==> src/rtl/aes_stream_loader_if.sv <==
// Byte-stream and aes_core bus bundle for aes_stream_loader.
// The slave modport is the loader's view; master is the byte source, byte sink and core side.
interface aes_stream_loader_if;
  logic         in_valid_i;
  logic [7:0]   in_data_i;
  logic         in_ready_o;
  logic         core_load_o;
  logic [255:0] core_key_o;
  logic [127:0] core_data_o;
  logic [1:0]   core_size_o;
  logic         core_dec_o;
  logic         core_busy_i;
  logic [127:0] core_result_i;
  logic         out_valid_o;
  logic [7:0]   out_data_o;
  logic         out_ready_i;

  modport slave (
    input  in_valid_i, in_data_i, core_busy_i, core_result_i, out_ready_i,
    output in_ready_o, core_load_o, core_key_o, core_data_o, core_size_o,
           core_dec_o, out_valid_o, out_data_o
  );

  modport master (
    output in_valid_i, in_data_i, core_busy_i, core_result_i, out_ready_i,
    input  in_ready_o, core_load_o, core_key_o, core_data_o, core_size_o,
           core_dec_o, out_valid_o, out_data_o
  );
endinterface

==> src/rtl/aes_stream_loader.sv <==
// Packs key/data bytes for aes_core, pulses load, waits out the busy handshake
// and streams the 16-byte result back out MSB first.
module aes_stream_loader #(
  parameter int TIMEOUT_CYCLES = 1024
) (
  input  logic                 clk,
  input  logic                 reset_n,
  input  logic                 start_i,
  input  logic [1:0]           size_i,
  input  logic                 dec_i,
  input  logic                 key_keep_i,
  output logic                 busy_o,
  output logic                 err_o,
  aes_stream_loader_if.slave   bus
);

  typedef enum logic [2:0] {IDLE, KEY, DATA, LOAD, WAIT, OUT} state_t;

  localparam logic [15:0] TO_LAST = 16'(TIMEOUT_CYCLES - 1);

  state_t       state_q;
  logic [4:0]   cnt_q;
  logic [1:0]   size_q;
  logic         dec_q;
  logic [255:0] key_q;
  logic [127:0] data_q;
  logic [127:0] shift_q;
  logic [15:0]  to_q;
  logic         seen_busy_q;
  logic         load_q;
  logic         in_ready_q;
  logic         out_valid_q;
  logic         busy_q;
  logic         err_q;

  logic         in_fire;
  logic         out_fire;
  logic [4:0]   key_last;

  assign in_fire  = bus.in_valid_i & in_ready_q;
  assign out_fire = out_valid_q & bus.out_ready_i;

  always_comb begin
    key_last = 5'd31;
    case (size_q)
      2'd0:    key_last = 5'd15;
      2'd1:    key_last = 5'd23;
      default: key_last = 5'd31;
    endcase
  end

  always_ff @(posedge clk or negedge reset_n) begin
    if (!reset_n) begin
      state_q     <= IDLE;
      cnt_q       <= '0;
      size_q      <= '0;
      dec_q       <= 1'b0;
      key_q       <= '0;
      data_q      <= '0;
      shift_q     <= '0;
      to_q        <= '0;
      seen_busy_q <= 1'b0;
      load_q      <= 1'b0;
      in_ready_q  <= 1'b0;
      out_valid_q <= 1'b0;
      busy_q      <= 1'b0;
      err_q       <= 1'b0;
    end else begin
      case (state_q)
        IDLE: begin
          if (start_i) begin
            size_q     <= size_i;
            dec_q      <= dec_i;
            busy_q     <= 1'b1;
            err_q      <= 1'b0;
            cnt_q      <= '0;
            in_ready_q <= 1'b1;
            if (key_keep_i) begin
              state_q <= DATA;
            end else begin
              // Fresh key: clear so bytes beyond the key length read as zero.
              key_q   <= '0;
              state_q <= KEY;
            end
          end
        end

        KEY: begin
          if (in_fire) begin
            key_q[{5'd31 - cnt_q, 3'b000} +: 8] <= bus.in_data_i;
            if (cnt_q == key_last) begin
              cnt_q   <= '0;
              state_q <= DATA;
            end else begin
              cnt_q <= cnt_q + 5'd1;
            end
          end
        end

        DATA: begin
          if (in_fire) begin
            data_q[{4'd15 - cnt_q[3:0], 3'b000} +: 8] <= bus.in_data_i;
            if (cnt_q == 5'd15) begin
              cnt_q      <= '0;
              in_ready_q <= 1'b0;
              load_q     <= 1'b1;
              state_q    <= LOAD;
            end else begin
              cnt_q <= cnt_q + 5'd1;
            end
          end
        end

        LOAD: begin
          load_q      <= 1'b0;
          to_q        <= '0;
          seen_busy_q <= 1'b0;
          state_q     <= WAIT;
        end

        WAIT: begin
          to_q <= to_q + 16'd1;
          // A capture in the same cycle the budget runs out still wins.
          if (seen_busy_q && !bus.core_busy_i) begin
            shift_q     <= bus.core_result_i;
            out_valid_q <= 1'b1;
            state_q     <= OUT;
          end else if (to_q == TO_LAST) begin
            err_q   <= 1'b1;
            busy_q  <= 1'b0;
            state_q <= IDLE;
          end else if (bus.core_busy_i) begin
            seen_busy_q <= 1'b1;
          end
        end

        OUT: begin
          if (out_fire) begin
            shift_q <= {shift_q[119:0], 8'h00};
            if (cnt_q == 5'd15) begin
              cnt_q       <= '0;
              out_valid_q <= 1'b0;
              busy_q      <= 1'b0;
              state_q     <= IDLE;
            end else begin
              cnt_q <= cnt_q + 5'd1;
            end
          end
        end

        default: state_q <= IDLE;
      endcase
    end
  end

  assign bus.in_ready_o  = in_ready_q;
  assign bus.core_load_o = load_q;
  assign bus.core_key_o  = key_q;
  assign bus.core_data_o = data_q;
  assign bus.core_size_o = size_q;
  assign bus.core_dec_o  = dec_q;
  assign bus.out_valid_o = out_valid_q;
  assign bus.out_data_o  = shift_q[127:120];
  assign busy_o          = busy_q;
  assign err_o           = err_q;

endmodule

==> src/flat_wrapper.sv <==
// flat-port wrapper written by rule: the top's interface ports become plain ports
module aes_stream_loader_flat 
#(
  parameter int TIMEOUT_CYCLES = 1024
)
  (clk, reset_n, start_i, size_i, dec_i, key_keep_i, busy_o, err_o, bus_in_valid_i, bus_in_data_i, bus_core_busy_i, bus_core_result_i, bus_out_ready_i, bus_in_ready_o, bus_core_load_o, bus_core_key_o, bus_core_data_o, bus_core_size_o, bus_core_dec_o, bus_out_valid_o, bus_out_data_o);
  aes_stream_loader_if bus_i ();
  input  logic clk;
  input  logic reset_n;
  input  logic start_i;
  input  logic [1:0] size_i;
  input  logic dec_i;
  input  logic key_keep_i;
  output logic busy_o;
  output logic err_o;
  input wire logic [$bits(bus_i.in_valid_i)-1:0] bus_in_valid_i;
  input wire logic [$bits(bus_i.in_data_i)-1:0] bus_in_data_i;
  input wire logic [$bits(bus_i.core_busy_i)-1:0] bus_core_busy_i;
  input wire logic [$bits(bus_i.core_result_i)-1:0] bus_core_result_i;
  input wire logic [$bits(bus_i.out_ready_i)-1:0] bus_out_ready_i;
  output wire logic [$bits(bus_i.in_ready_o)-1:0] bus_in_ready_o;
  output wire logic [$bits(bus_i.core_load_o)-1:0] bus_core_load_o;
  output wire logic [$bits(bus_i.core_key_o)-1:0] bus_core_key_o;
  output wire logic [$bits(bus_i.core_data_o)-1:0] bus_core_data_o;
  output wire logic [$bits(bus_i.core_size_o)-1:0] bus_core_size_o;
  output wire logic [$bits(bus_i.core_dec_o)-1:0] bus_core_dec_o;
  output wire logic [$bits(bus_i.out_valid_o)-1:0] bus_out_valid_o;
  output wire logic [$bits(bus_i.out_data_o)-1:0] bus_out_data_o;
  assign bus_i.in_valid_i = bus_in_valid_i;
  assign bus_i.in_data_i = bus_in_data_i;
  assign bus_i.core_busy_i = bus_core_busy_i;
  assign bus_i.core_result_i = bus_core_result_i;
  assign bus_i.out_ready_i = bus_out_ready_i;
  assign bus_in_ready_o = bus_i.in_ready_o;
  assign bus_core_load_o = bus_i.core_load_o;
  assign bus_core_key_o = bus_i.core_key_o;
  assign bus_core_data_o = bus_i.core_data_o;
  assign bus_core_size_o = bus_i.core_size_o;
  assign bus_core_dec_o = bus_i.core_dec_o;
  assign bus_out_valid_o = bus_i.out_valid_o;
  assign bus_out_data_o = bus_i.out_data_o;
  aes_stream_loader #(.TIMEOUT_CYCLES(TIMEOUT_CYCLES)) u_core (.clk(clk), .reset_n(reset_n), .start_i(start_i), .size_i(size_i), .dec_i(dec_i), .key_keep_i(key_keep_i), .busy_o(busy_o), .err_o(err_o), .bus(bus_i));
endmodule
==> config.mk <==
export PLATFORM = sky130hd
export DESIGN_NAME = aes_stream_loader_flat
export DESIGN_NICKNAME = d
export VERILOG_FILES = /design/src/rtl/aes_stream_loader_if.sv /design/src/rtl/aes_stream_loader.sv /design/src/flat_wrapper.sv
export SDC_FILE = /design/constraint.sdc
export NUM_CORES = 1
export LEC_CHECK = 0
export CORE_MARGIN = 2
export CORE_UTILIZATION = 52
export CTS_BUF_LIST = sky130_fd_sc_hd__clkbuf_2 sky130_fd_sc_hd__clkbuf_4 sky130_fd_sc_hd__clkbuf_8
export DETAILED_ROUTE_END_ITERATION = 6
export PLACE_DENSITY = 0.83
export RECOVER_POWER = 25
export SYNTH_ARGS = -nofsm -noshare
export SYNTH_HDL_FRONTEND = slang
export SYNTH_SLANG_ARGS = --single-unit
==> constraint.sdc <==
create_clock -name clk -period 4.25 [get_ports clk]
set_clock_uncertainty 0.2 [all_clocks]
set_input_delay 0.425 -clock clk [delete_from_list [all_inputs] [get_ports clk]]
set_output_delay 0.425 -clock clk [all_outputs]
set_load 0.03 [all_outputs]
==> results.yml <==
outcome:
  status: "complete, but fails checks"
  violations: "DRC, capacitance limit, slew limit"
placed_design:
  post-dp-hpwl_mm: 55.2
  io_buffers: 545
  placed_cell_area_mm2: 0.0295
  place.gp.congestion: 0.943
  placedCellCount: 3206
  dp_slack_ps: 612
critical_path:
  crit_required_ps: 4570
  cp_max_fo: 18
  critical_path_arrival_ps: 4200
  cp-end-kind: "flop"
  r2r_end: "u_core.bus.core_key_o[231]$_DFFE_PN0P_"
  reg2reg_depth: 8
  setup.worst_path.start_class: "flop"
  rrSetupSlack_ps: 380
  r2r-start: "u_core.cnt_q[1]$_DFFE_PN0P_"
  path_class: "flop to flop"
yosys:
  synth_nets: 2329
  synth_flop_cell: "dfrtp_1"
  avgSynthCellArea_um2: 10.8
  synth_top_cell_by_area: "dfrtp_1"
  async_reset_ff_share_pct: 100
  ys_seq_area_share_pct: 58.2
  synth_cell_types: 66
  yosysTopAreaCellShare_pct: 58.2
  synth_area_leaders: "dfrtp_1 (58%), mux2i_1 (9.6%), o21ai_0 (6.3%)"
  syn_area_mm2: 0.0234
  synth-seq-cells: 545
  synth-edff-count: 0
  synth_cells: 2175
  synth_warnings: 0
grt:
  grt_pass1_wl_mm: 120
  grt_max_degree: 190
  antenna_found_initial: 8
  track_usage_pct: 33.4
  grt_pass1_vias: 20000
  overflow: 0
timing:
  min_period_over_period_pct: 91.2
  rsz0062_at_grt: "no"
  relSlewSlack_pct: -112
  timing.final.hold_violations: 0
  slew_viol_final: 111
  period_needed_ps: 3870
  worst_pin_slew_ps: 3190
  worst_slack_ps: 376
  tns_ps: 0
  max_clock_freq_mhz: 258
  finalSetupViolCount: 0
job:
  max_cap_violations: 1
clocking:
  clk_latency_ps: 660
  clock_path_buffers: 3
  ctsHtreeMaxLevel: 3
  cts_setup_buffers: 0
  cts_hold_buffers: 1
  cts.sinks: 545
  cts_tree: "done"
  cts.repair.resized: 0
  clk_pin_slew_ps: 60
  cts_made_buffers: 89
  cts-root-buf: "clkbuf_8"
detailed_routing:
  vias_per_cell: 5.88
  dr_total_vias: 19800
  drtIter0Drc: 2074
  routed_wl_mm: 78.1
  drt-pass1-iter-count: 7
  drc: 1
  wire_per_inst_um: 23.1
  ant_nets: 0
min_path:
  worst_hold_path_type: "primary input to flop"
  hp-start: "dec_i"
  min_to: "u_core.bus.core_dec_o$_DFFE_PN0P_"
  min_path_cells: 3
floorplan:
  die_h_um: 216
  io_pins: 546
  core_area_mm2: 0.0444
  start_util_pct: 52.8
  fp-row-count: 77
  dieArea_mm2: 0.0468
  die_w_um: 216
final_layout:
  final_layout_size_suffix_gt1_share_pct: 11.7
  final_area_mm2: 0.0316
  fin_cells: 3372
  final_nets: 2860
  area_delta_synth_final_pct: 34.6
pwr:
  power_density_mw_per_mm2: 473
  power.total_uw: 14900
  peakVddDrop_mv: 0.287
  p_leak_uw: 0.0140
==> cells by family after synthesis <==
group | Yosys count | share of synthesized area (%)
AND/OR/NAND/NOR | 695 | 13.5
multiplexers | 303 | 13.4
adder cells (fa/ha/maj) | 8 | 0.427
XOR/XNOR | 6 | 0.256
buffers and inverters | 176 | 3.05
AO/OA/AOI/OAI | 442 | 11.3
flip-flops | 545 | 58.2
==> metrics by stage <==
step           utilization, %  hold slack (ps)
3_3_place_gp             66.5              259
3_5_place_dp             66.5              266
4_1_cts                  71.0             35.0
5_1_grt                  71.1             84.7
2_1_floorplan               -            -70.6
6_report                 71.1             91.4
==> sequential cells by signal, summed over array words and instances, names as in the netlist <==
name	cells
u_core.bus.in_ready_o	1
u_core.to_q	16
u_core.seen_busy_q	1
u_core.err_o	1
u_core.state_q	3
u_core.bus.core_key_o	256
u_core.cnt_q	5
u_core.shift_q	128
u_core.bus.core_data_o	128
u_core.bus.out_valid_o	1
u_core.bus.core_size_o	2
u_core.bus.core_load_o	1
u_core.bus.core_dec_o	1
u_core.busy_o	1
==> cell usage in the layout, fill, tap and decap left out, types with 4 or more instances in the layout <==
cell             Yosys  routed
a21boi_0             5       5
a21o_1               4       4
a21oi_1             21      21
a22o_1               9       9
a31o_2              16      16
a31oi_1              9       8
a32o_1               4       4
and2_1              12      12
and3_1              14      14
buf_12               0      10
buf_4                8      36
bufinv_16            0       6
clkbuf_4             0      21
clkbuf_8             0     116
clkdlybuf4s50_1      0     544
clkinv_2             0      12
dfrtp_1            545     545
diode_2              0       8
ha_1                 8       8
inv_1               23      23
mux2_2              79      79
mux2i_1            224     224
nand2_1            394     394
nand2b_1             7       6
nand3_1            150     150
nand4_1             12      12
nor2_1              39      38
nor2b_1              4       4
nor3_1              17      17
nor4_1              12      12
o2111ai_1            4       4
o211ai_1            18      18
o21ai_0            297     297
o2bb2ai_1           22      22
o31ai_1             18      18
==> where the power goes <==
part	total [uW]	internal, uW	switching, uW
sequential	6350	5870	477
clock	5100	2990	2120
combinational	3490	1220	2270
==> area by class of cell <==
cell class / instances / area (um^2)
sequential: 545 / 13600
fill: 3077 / 12900
multi-input combinational: 1454 / 9130
timing repair buffer: 593 / 5940
clock buffer: 137 / 1750
tap: 592 / 741
clock inverter: 20 / 255
inverter: 23 / 86.3
antenna: 8 / 20.0
==> synth_stat cells (all sizes together), types with 2 or more instances <==
library cell and number:
and3 14, nand2b 7, a2111oi 2, nor3b 2, and2 12, a22o 9, or3 3, nand4 12
or4 3, nand2 394, nor2b 4, nand3b 2, a21oi 22, xnor2 3, clkbuf 120, nand3 152
o2111ai 4, o31ai 18, nor4b 2, dfrtp 545, o2bb2ai 22, xor2 3, nor4 15, o211ai 18
ha 8, a21o 4, a32o 4, o21ai 298, and4 3, or2 2, o21a 2, nor3 19
a31o 16, buf 33, mux2 79, mux2i 224, or4b 3, a21boi 5, a31oi 9, inv 23
o41ai 2, or3b 3, nor2 39, and3b 2
==> layer usage <==
layer  up-vias  global-route usage [%]  part of all wire, %
met3       261                    9.46                  9.2
met4         4                    18.1                  6.0
li1       8746                       -                    -
met2      1023                    52.4                   46
met1      9783                    42.0                   38
met5         -                       0                0.029
==> how the worst max path moves through the flow <==
stage / startpoint / slack [ps] / cells after the start / end
3_5_place_dp: u_core.cnt_q[1]$_DFFE_PN0P_ / 610 / 8 / u_core.bus.core_key_o[253]$_DFFE_PN0P_
5_1_grt: u_core.cnt_q[1]$_DFFE_PN0P_ / 130 / 7 / u_core.bus.core_key_o[231]$_DFFE_PN0P_
3_3_place_gp: u_core.cnt_q[1]$_DFFE_PN0P_ / 710 / 8 / u_core.bus.core_key_o[225]$_DFFE_PN0P_
2_1_floorplan: u_core.cnt_q[1]$_DFFE_PN0P_ / 1120 / 10 / u_core.bus.core_key_o[6]$_DFFE_PN0P_
4_1_cts: u_core.cnt_q[1]$_DFFE_PN0P_ / 560 / 8 / u_core.bus.core_key_o[224]$_DFFE_PN0P_
6_report: u_core.cnt_q[1]$_DFFE_PN0P_ / 380 / 8 / u_core.bus.core_key_o[231]$_DFFE_PN0P_
==> critical path: stages, from the launching register on <==
cell     delay (ps)
dfrtp_1         580
ha_1            300
and3_1          260
ha_1            480
inv_1           150
a21oi_1         590
nand4_1         740
nand3_1         320
o31ai_1         100
Note: power is estimated with default switching activity, not from simulation.
